File: src/rtl/fetch_stage.sv
// brisc instruction fetch: PC register, single-outstanding imem handshake,
// direct-mapped BTB with 2-bit counters, NOP bubble when nothing is deliverable.

module fetch_btb_entry #(
  parameter int XLEN  = 32,
  parameter int TAG_W = 26
) (
  input  logic             clk,
  input  logic             reset,
  input  logic             sel,
  input  logic             taken,
  input  logic [TAG_W-1:0] upd_tag,
  input  logic [XLEN-1:0]  upd_target,
  output logic             valid,
  output logic [TAG_W-1:0] tag,
  output logic [XLEN-1:0]  target,
  output logic             pred_bit
);
  logic [1:0] ctr;
  logic       hit;

  assign hit      = valid && (tag == upd_tag);
  assign pred_bit = ctr[1];

  always_ff @(posedge clk or negedge reset) begin
    if (!reset) begin
      valid  <= 1'b0;
      tag    <= '0;
      target <= '0;
      ctr    <= 2'b01;
    end else if (sel) begin
      if (taken) begin
        target <= upd_target;
        if (hit) begin
          if (ctr != 2'b11) ctr <= ctr + 2'd1;
        end else begin
          valid <= 1'b1;
          tag   <= upd_tag;
          ctr   <= 2'b10;
        end
      end else if (hit && ctr != 2'b00) begin
        ctr <= ctr - 2'd1;
      end
    end
  end
endmodule

module fetch_stage #(
  parameter int              XLEN        = 32,
  parameter int              ILEN        = 32,
  parameter logic [XLEN-1:0] RESET_PC    = '0,
  parameter int              BTB_ENTRIES = 16,
  parameter logic [ILEN-1:0] NOP_INSTR   = 32'h0000_0013
) (
  input  logic            clk,
  input  logic            reset,
  input  logic            stall_in,
  input  logic            redirect_in,
  input  logic [XLEN-1:0] redirect_pc_in,
  input  logic            btb_update_in,
  input  logic [XLEN-1:0] btb_update_pc_in,
  input  logic [XLEN-1:0] btb_update_target_in,
  input  logic            btb_update_taken_in,
  output logic            imem_req_out,
  output logic [XLEN-1:0] imem_addr_out,
  input  logic            imem_ready_in,
  input  logic            imem_valid_in,
  input  logic [ILEN-1:0] imem_data_in,
  output logic [ILEN-1:0] instr_out,
  output logic [XLEN-1:0] pc_out,
  output logic [XLEN-1:0] pc_plus4_out,
  output logic            pred_taken_out
);
  localparam int IDX   = $clog2(BTB_ENTRIES);
  localparam int TAG_W = XLEN - IDX - 2;

  typedef enum logic [1:0] {REQ, WAIT, HOLD, DISCARD} state_t;

  typedef struct packed {
    logic [ILEN-1:0] instr;
    logic [XLEN-1:0] pc;
    logic            pred;
  } fd_t;

  state_t          state, state_nxt;
  logic [XLEN-1:0] pc_q, infl_pc_q, hold_pc_q;
  logic            infl_pred_q, hold_pred_q;
  logic [ILEN-1:0] hold_instr_q;

  logic resp, req, accept, capture, pred;
  fd_t  dlv;
  logic dlv_valid;

  // ---------------- BTB ----------------
  logic [BTB_ENTRIES-1:0]            e_valid, e_pred;
  logic [BTB_ENTRIES-1:0][TAG_W-1:0] e_tag;
  logic [BTB_ENTRIES-1:0][XLEN-1:0]  e_target;
  logic [IDX-1:0]                    lk_idx, up_idx;
  logic [TAG_W-1:0]                  lk_tag, up_tag;
  logic [XLEN-1:0]                   btb_target;
  logic                              unused_bits;

  assign lk_idx      = pc_q[IDX+1:2];
  assign lk_tag      = pc_q[XLEN-1:IDX+2];
  assign up_idx      = btb_update_pc_in[IDX+1:2];
  assign up_tag      = btb_update_pc_in[XLEN-1:IDX+2];
  assign unused_bits = ^btb_update_pc_in[1:0];

  for (genvar g = 0; g < BTB_ENTRIES; g++) begin : g_btb
    fetch_btb_entry #(.XLEN(XLEN), .TAG_W(TAG_W)) u_entry (
      .clk        (clk),
      .reset      (reset),
      .sel        (btb_update_in && (up_idx == IDX'(g))),
      .taken      (btb_update_taken_in),
      .upd_tag    (up_tag),
      .upd_target (btb_update_target_in),
      .valid      (e_valid[g]),
      .tag        (e_tag[g]),
      .target     (e_target[g]),
      .pred_bit   (e_pred[g])
    );
  end

  // Lookup reads registered entries, so a same-cycle update is seen one cycle later.
  assign pred       = e_valid[lk_idx] && (e_tag[lk_idx] == lk_tag) && e_pred[lk_idx];
  assign btb_target = e_target[lk_idx];

  // ---------------- handshake ----------------
  assign resp    = (state == WAIT) && imem_valid_in;
  assign req     = !redirect_in && ((state == REQ) || (resp && !stall_in) ||
                                    ((state == HOLD) && !stall_in));
  assign accept  = req && imem_ready_in;
  assign capture = resp && stall_in && !redirect_in;

  assign imem_req_out  = req;
  assign imem_addr_out = pc_q;

  always_ff @(posedge clk or negedge reset) begin
    if (!reset) state <= REQ;
    else        state <= state_nxt;
  end

  always_comb begin
    state_nxt = state;
    if (redirect_in) begin
      case (state)
        WAIT, DISCARD: state_nxt = imem_valid_in ? REQ : DISCARD;
        default:       state_nxt = REQ;
      endcase
    end else begin
      case (state)
        REQ:     state_nxt = accept ? WAIT : REQ;
        WAIT:    if (imem_valid_in) state_nxt = stall_in ? HOLD : (accept ? WAIT : REQ);
        HOLD:    if (!stall_in) state_nxt = accept ? WAIT : REQ;
        DISCARD: if (imem_valid_in) state_nxt = REQ;
        default: state_nxt = REQ;
      endcase
    end
  end

  always_comb begin
    dlv       = '{instr: NOP_INSTR, pc: '0, pred: 1'b0};
    dlv_valid = 1'b0;
    if (!redirect_in) begin
      if (resp) begin
        dlv       = '{instr: imem_data_in, pc: infl_pc_q, pred: infl_pred_q};
        dlv_valid = 1'b1;
      end else if (state == HOLD) begin
        dlv       = '{instr: hold_instr_q, pc: hold_pc_q, pred: hold_pred_q};
        dlv_valid = 1'b1;
      end
    end
  end

  assign instr_out      = dlv.instr;
  assign pc_out         = dlv.pc;
  assign pred_taken_out = dlv.pred;
  assign pc_plus4_out   = dlv_valid ? dlv.pc + XLEN'(4) : '0;

  always_ff @(posedge clk or negedge reset) begin
    if (!reset) begin
      pc_q         <= RESET_PC;
      infl_pc_q    <= '0;
      infl_pred_q  <= 1'b0;
      hold_instr_q <= '0;
      hold_pc_q    <= '0;
      hold_pred_q  <= 1'b0;
    end else begin
      if (redirect_in)  pc_q <= redirect_pc_in;
      else if (accept)  pc_q <= pred ? btb_target : pc_q + XLEN'(4);
      if (accept) begin
        infl_pc_q   <= pc_q;
        infl_pred_q <= pred;
      end
      if (capture) begin
        hold_instr_q <= imem_data_in;
        hold_pc_q    <= infl_pc_q;
        hold_pred_q  <= infl_pred_q;
      end
    end
  end
endmodule

File: config.mk
export PLATFORM = sky130hd
export DESIGN_NAME = fetch_stage
export DESIGN_NICKNAME = d
export VERILOG_FILES = /design/src/rtl/fetch_stage.sv
export SDC_FILE = /design/constraint.sdc
export NUM_CORES = 2
export LEC_CHECK = 0
export ABC_AREA = 1
export CORE_UTILIZATION = 62
export DETAILED_ROUTE_END_ITERATION = 8
export PLACE_DENSITY = 0.83
export SYNTH_ARGS = -nofsm -noshare
export SYNTH_HDL_FRONTEND = slang
export SYNTH_SLANG_ARGS = --single-unit
File: constraint.sdc
create_clock -name clk -period 2.7 [get_ports clk]
set_input_delay 0.27 -clock clk [delete_from_list [all_inputs] [get_ports clk]]
set_output_delay 0.27 -clock clk [all_outputs]
set_load 0.02 [all_outputs]
* Word level (Yosys, flattened, before mapping)
Cells that the tools add are included.
Word-level totals: flip-flop bits (word level) 1108, bits of input ports 136, output and inout port bits 130, logic and storage cells 429
Cells by class: add/subtract/negate cells 34, order comparisons 1, eq/ne operators 70, muxes and demuxes 91, bitwise gates (word level) 16, reduce and logical (&&, ||, !) cells 146
Operators by type and width (count):
- $eq 26x26->1 | 17
- $mux 65 | 3
- $mux 32 | 5
- $mux 2 | 71
- $bmux 32 s4 | 1
- $bmux 26 s4 | 1
- $reduce_and 3->1 | 33
- $reduce_bool 2->1 | 33
- $add 32x3->32 const B | 2
- $logic_and 1x1->1 | 57
- $ne 3x3->1 const B | 19
- $add 2x1->2 const B | 16
- $eq 4x4->1 const B | 8
- $ne 2x2->1 const B | 16
- $reduce_and 2->1 | 16
- $sub 2x1->2 const B | 16
- $mux 26 | 1
- $eq 4x3->1 const B | 4
- $not 1->1 | 16
- $bmux 1 s4 | 2
- $eq 4x2->1 const B | 2
- $pmux 2 s4 | 1
- $mux 1 | 6
- $lt 4x5->1 const B | 1
- 8 further kinds | 11

* Logic depth before layout (Yosys ltp)
word-level depth 12, depth in mapped cells 23

* Hierarchy
Synthesis repeated with hierarchy kept, for this count alone.
Second synthesis, totals: cell total of the unflattened synthesis 8751, area, all modules 65454.0 µm²
By module, submodules not included:
- fetch_btb_entry | instances 16, cells an instance 334, area an instance 2961.6 µm², seq. area each 1527.7 µm²
- fetch_stage | instances 1, cells an instance 3407, area an instance 18068.6 µm², seq. area each 3303.2 µm²

* Least setup slack after synthesis
Ideal clock, no wire load.
path type flip-flop to output port, start register state[0], end output pc_plus4_out[24], data arrival time 2531 ps, required time 2430 ps, slack -101 ps, cell stages (with the launch flop) 12, path through dfrtp_1 -> nor2_4 -> inv_2 -> a21oi_4 -> inv_4 -> nor2_1 -> ha_1 -> inv_1 -> nor4_2 -> nand3_1 -> xor2_1 -> inv_1
Between the ends: cells in the longest elaborated chain, start to end 6, elaborated cells on any way between the ends 11, those cells by class add/sub (1); eq/ne (2); mux (7); reduce/logical (1)
Ends and longest elaborated chain:
- start: declaration | RTL line 85 | state_t state, state_nxt;
- start signal: assignment | RTL line 140 | else state <= state_nxt;
- $eq 2x2->1 / $eq 2x1->1 (equally long branches) | RTL line 168, 129
- $mux 65 / $logic_and 1x1->1 (equally long branches) | RTL line 168, 129
- $mux 65 * | RTL line 165 | if (resp) begin
- $mux 65 * | RTL line 164 | if (!redirect_in) begin
- net pc_out[3] | RTL line 70 | output logic [XLEN-1:0] pc_out,
- $add 32x3->32 * | RTL line 178 | assign pc_plus4_out = dlv_valid ? dlv.pc + XLEN'(4) : '0;
- $mux 32 * | RTL line 178
- end: declaration | RTL line 71 | output logic [XLEN-1:0] pc_plus4_out,
The timed path passes the listed nets; every way through them passes the cells marked *.

* Final worst setup path
start register state[1], end output pc_plus4_out[31]
Between the ends: cells in the longest elaborated chain, start to end 6, elaborated cells on any way between the ends 11, those cells by class add/sub (1); eq/ne (2); mux (7); reduce/logical (1)
Ends and longest elaborated chain (RTL line):
- $eq 2x2->1 / $eq 2x1->1 (equally long branches) | 168, 129
- $mux 65 / $logic_and 1x1->1 (equally long branches) | 168, 129
- $mux 65 | 165
- $mux 65 | 164
- $add 32x3->32 | 178
- $mux 32 * | 178
Mark *: on every way between the ends. The rest lies on a longest branch, timed or not.

==> impl_metrics.toml <==
[outcome]
run_status = "complete, but fails checks"
violations_in_the_final_reports = "setup timing"

[synthesis]
ys_seq_elements = 1108
syn_avg_cell_area_um2 = 7.399
synth.top_cell.area_share = 0.4571
yosys.area.top_type = "dfrtp_1"
synth_fp_nets = 8249
syn_area_um2 = 59780
yosys_most_used_dff = "dfrtp_1"
syn_inst = 8079
synth-edff-count = 0
postSynth.asyncResetShare = 1.000
synth_top_cells_by_area = "dfrtp_1 46%, nand2_1 15%, o21ai_0 12%, inv_1 4.9%, nand3_1 3.3%"
yosysSeqAreaShare = 0.4641
netlist-cell-type-count = 58
yosys_warnings = 0

[min_path]
hold_start = "btb_update_taken_in"
destination_of_the_worst_hold_path = "g_btb[6].u_entry.valid"
type_of_the_tightest_min_delay_check = "input port to flip-flop"
timing.hold.worst_path_depth = 4

[floorplan]
core_um2 = 95290
start_util = 0.6273
top_level_ports = 266
chip_height_um = 312.5
fp.dieArea_um2 = 97670
floorplan.rows = 113
die-width_um = 312.5

[setup_path]
worst_reg2reg_path_startpoint = "imem_addr_out[2]"
required_ps = 2430
path_cells = "inv_2 > nand3_4 > a21oi_4 > buf_12 > inv_8 > buf_4 > nor2_4 > nand2_1 > nor3_1 > nand4_1 > xor2_1 > inv_1 > buf_4"
slowest_delay_ps = 390
crit_path_start_kind = "flip-flop"
r2r.worst_path.cells = 21
critPathKind = "flip-flop to output pin"
setup.worst_path.end_class = "output pin"
cpMaxStageDelayCell = "dfrtp_1"
worst_ep_arrival_time_ps = 3160
worst_r2r_endpoint = "imem_addr_out[1]"
cp_max_fo = 7
worstPathBufferInverterCount = 6
ff2ff_setup_slack_ps = -480
worst_path_most_repeated_cell = "buf_4"
worst_path_dominant_cell_family = "simple AND/OR/NAND/NOR gates"

[timing]
timing.final.max_slew_violations = 0
timing_worst_slew_pin_value_ps = 1194
report.final.setup_viol = 93
rsz0062_at_grt = "yes"
finalWorstPathRequiredPeriod_ps = 3426
fmaxAchievable_ghz = 0.2919
hold_viol_final = 0
hold_slack_ps = 76.89
final_min_period_over_clock_period = 1.269
slew_headroom = 0.2039
final_critical_path_setup_slack_ps = -725.5
clock-skew-final_ps = 57.66

[global_route]
grt_max_degree = 124
grt-ovfl-total = 0
first_global_vias = 61094
antenna_violations_before_repair = 16
grt_pass1_wl_mm = 363.6
globalRouteTotalUtil = 0.4888

[pwr]
p_per_area_nw_per_um2 = 830.4
vdd.ir_drop.worst_v = 0.0008036
power.leakage_nw = 36.25

[placed_design]
place_ws_ps = -798.8
portBuffers = 263
globalplace.congestion = 1.033
place_hpwl_mm = 161.7

[clock_network]
ctsLongestPathBuffers = 3
root_buffer = "clkbuf_16"
tritoncts_clock_tree = "built"
clk_transition_reported_paths_ps = 60
cts.sink_count = 1108
clkLatencyLatePin_ps = 780
ctsHtreeMaxLevel = 3
cts-buffers-inserted = 115

[detailed_routing]
drt_iter0_drc = 9476
antenna_nets_post_route = 0
via_per_inst = 6.334
vias = 63593
firstDrtPassIters = 8
wl_mm = 245.5
routed_wire_length_per_instance_um = 24.45
drcViolationCount = 0

[cells_and_area]
num-nets-final = 8836
syn_to_final_growth_pct = 27.37
fillCellCount = 6363
drive_above_1_share = 0.1894
seq_area_um2 = 27760
multi_input_area_um2 = 28730

[run]
cap_viol_max_count = 0
## metrics by stage
stage                     setup TNS [ps]  instance area (µm²)  power, W  instances  utilization
after global placement           -119890                68170   0.04135       9720       0.7154
final                             -28800                76140   0.06323      10040       0.7990
after global routing              -37850                76130   0.06560      10036       0.7989
after CTS                         -21950                74530   0.06111      10005       0.7821
after floorplan                        0                59790   0.03346       8079            -
after detailed placement         -134610                68170   0.04200       9720       0.7154
## registers in the layout (all words and copies together) (netlist names)
name	count
g_btb.u_entry.valid	16
state	2
imem_addr_out	32
g_btb.u_entry.ctr	32
hold_pc_q	32
infl_pred_q	1
hold_pred_q	1
infl_pc_q	32
g_btb.u_entry.tag	416
g_btb.u_entry.target	512
hold_instr_q	32
## logic make-up (layout without fill, tap and decap cells)
group,after synthesis,in the layout,share of synthesized area
simple gates,3427,3427,0.2342
other cells,0,10,0
flops,1108,1108,0.4641
compound gates,1908,1908,0.1711
buf+inv,1387,2073,0.09192
fa+ha+maj,34,34,0.007116
mux,3,3,0.0005023
xor+xnor,212,212,0.03106
## synth_stat cells (69+ instances only)
library cell  count
nand2_1        2344
o21ai_0        1394
dfrtp_1        1092
inv_1           786
nor2_1          440
nand3_1         396
clkbuf_1        391
a21oi_1         185
xor2_1          177
o22ai_1         140
buf_2           139
nor3_1           69
## tightest hold or removal path: stages
cell and delay [ps]:
buf_2 120, inv_2 120, nor2_1 180, or2_2 130
## placed cells by master (no fill, tap or decap), drive strengths merged, types with 5 or more instances in the layout
| master | instances |
|---|---|
| a211oi | 22 |
| a21oi | 186 |
| a221oi | 14 |
| a22o | 5 |
| a22oi | 33 |
| a31oi | 31 |
| and3 | 6 |
| buf | 875 |
| bufinv | 17 |
| clkbuf | 173 |
| clkdlybuf4s50 | 160 |
| clkinv | 37 |
| dfrtp | 1092 |
| dfstp | 16 |
| diode | 10 |
| ha | 34 |
| inv | 802 |
| nand2 | 2346 |
| nand3 | 398 |
| nand4 | 68 |
| nor2 | 464 |
| nor3 | 73 |
| nor3b | 7 |
| nor4 | 47 |
| o2111ai | 30 |
| o211ai | 34 |
| o21ai | 1399 |
| o22ai | 140 |
| or2 | 14 |
| xnor2 | 35 |
| xor2 | 177 |
## how the worst max path moves through the flow
| stage | cells after the start | end | from |
|---|---|---|---|
| global route | 15 | pc_plus4_out[31] | state[1] |
| floorplan | 12 | pc_plus4_out[31] | state[0] |
| finish | 13 | pc_plus4_out[31] | state[1] |
| global placement | 14 | pc_plus4_out[31] | imem_valid_in |
| detailed placement | 15 | pc_plus4_out[28] | imem_valid_in |
| CTS | 13 | pc_plus4_out[30] | state[1] |
## timing repair
| item | in CTS | in global routing |
|---|---|---|
| hold buffers | 1 | 0 |
| endpoints found under the setup margin | 133 | 194 |
| endpoints found under the hold margin | 52 | 0 |
| pin swaps | 91 | 162 |
| gates resized for setup | 835 | 404 |
| cloned | 19 | 12 |
| setup buffers | 52 | 22 |
## power by group
group	internal [W]	total (W)	switching [W]	leakage, nW
registers	0.0204	0.0230	0.00263	13.7
clock network	0.0103	0.0177	0.00736	2.08
logic	0.00830	0.0225	0.0142	20.5
## metal layers
layer | vias to the layer above | GRT usage | routed length [µm]
met1 | 29943 | 0.6403 | 87650
met3 | 1244 | 0.1307 | 33650
met5 | - | 0.002901 | 161
met2 | 5005 | 0.7145 | 103900
li1 | 27387 | - | -
met4 | 14 | 0.3273 | 20090
## layout make-up
cell class / count / area share
multi-input combinational: 5584 / 0.3773
sequential: 1108 / 0.3645
timing repair buffer: 1055 / 0.1411
clock buffer: 159 / 0.04404
inverter: 801 / 0.04042
tap: 1265 / 0.02079
clock inverter: 57 / 0.01129
antenna: 10 / 0.0003287
timing repair inverter: 1 / 0.0001479
No activity file was read; power rests on OpenSTA's default activity.
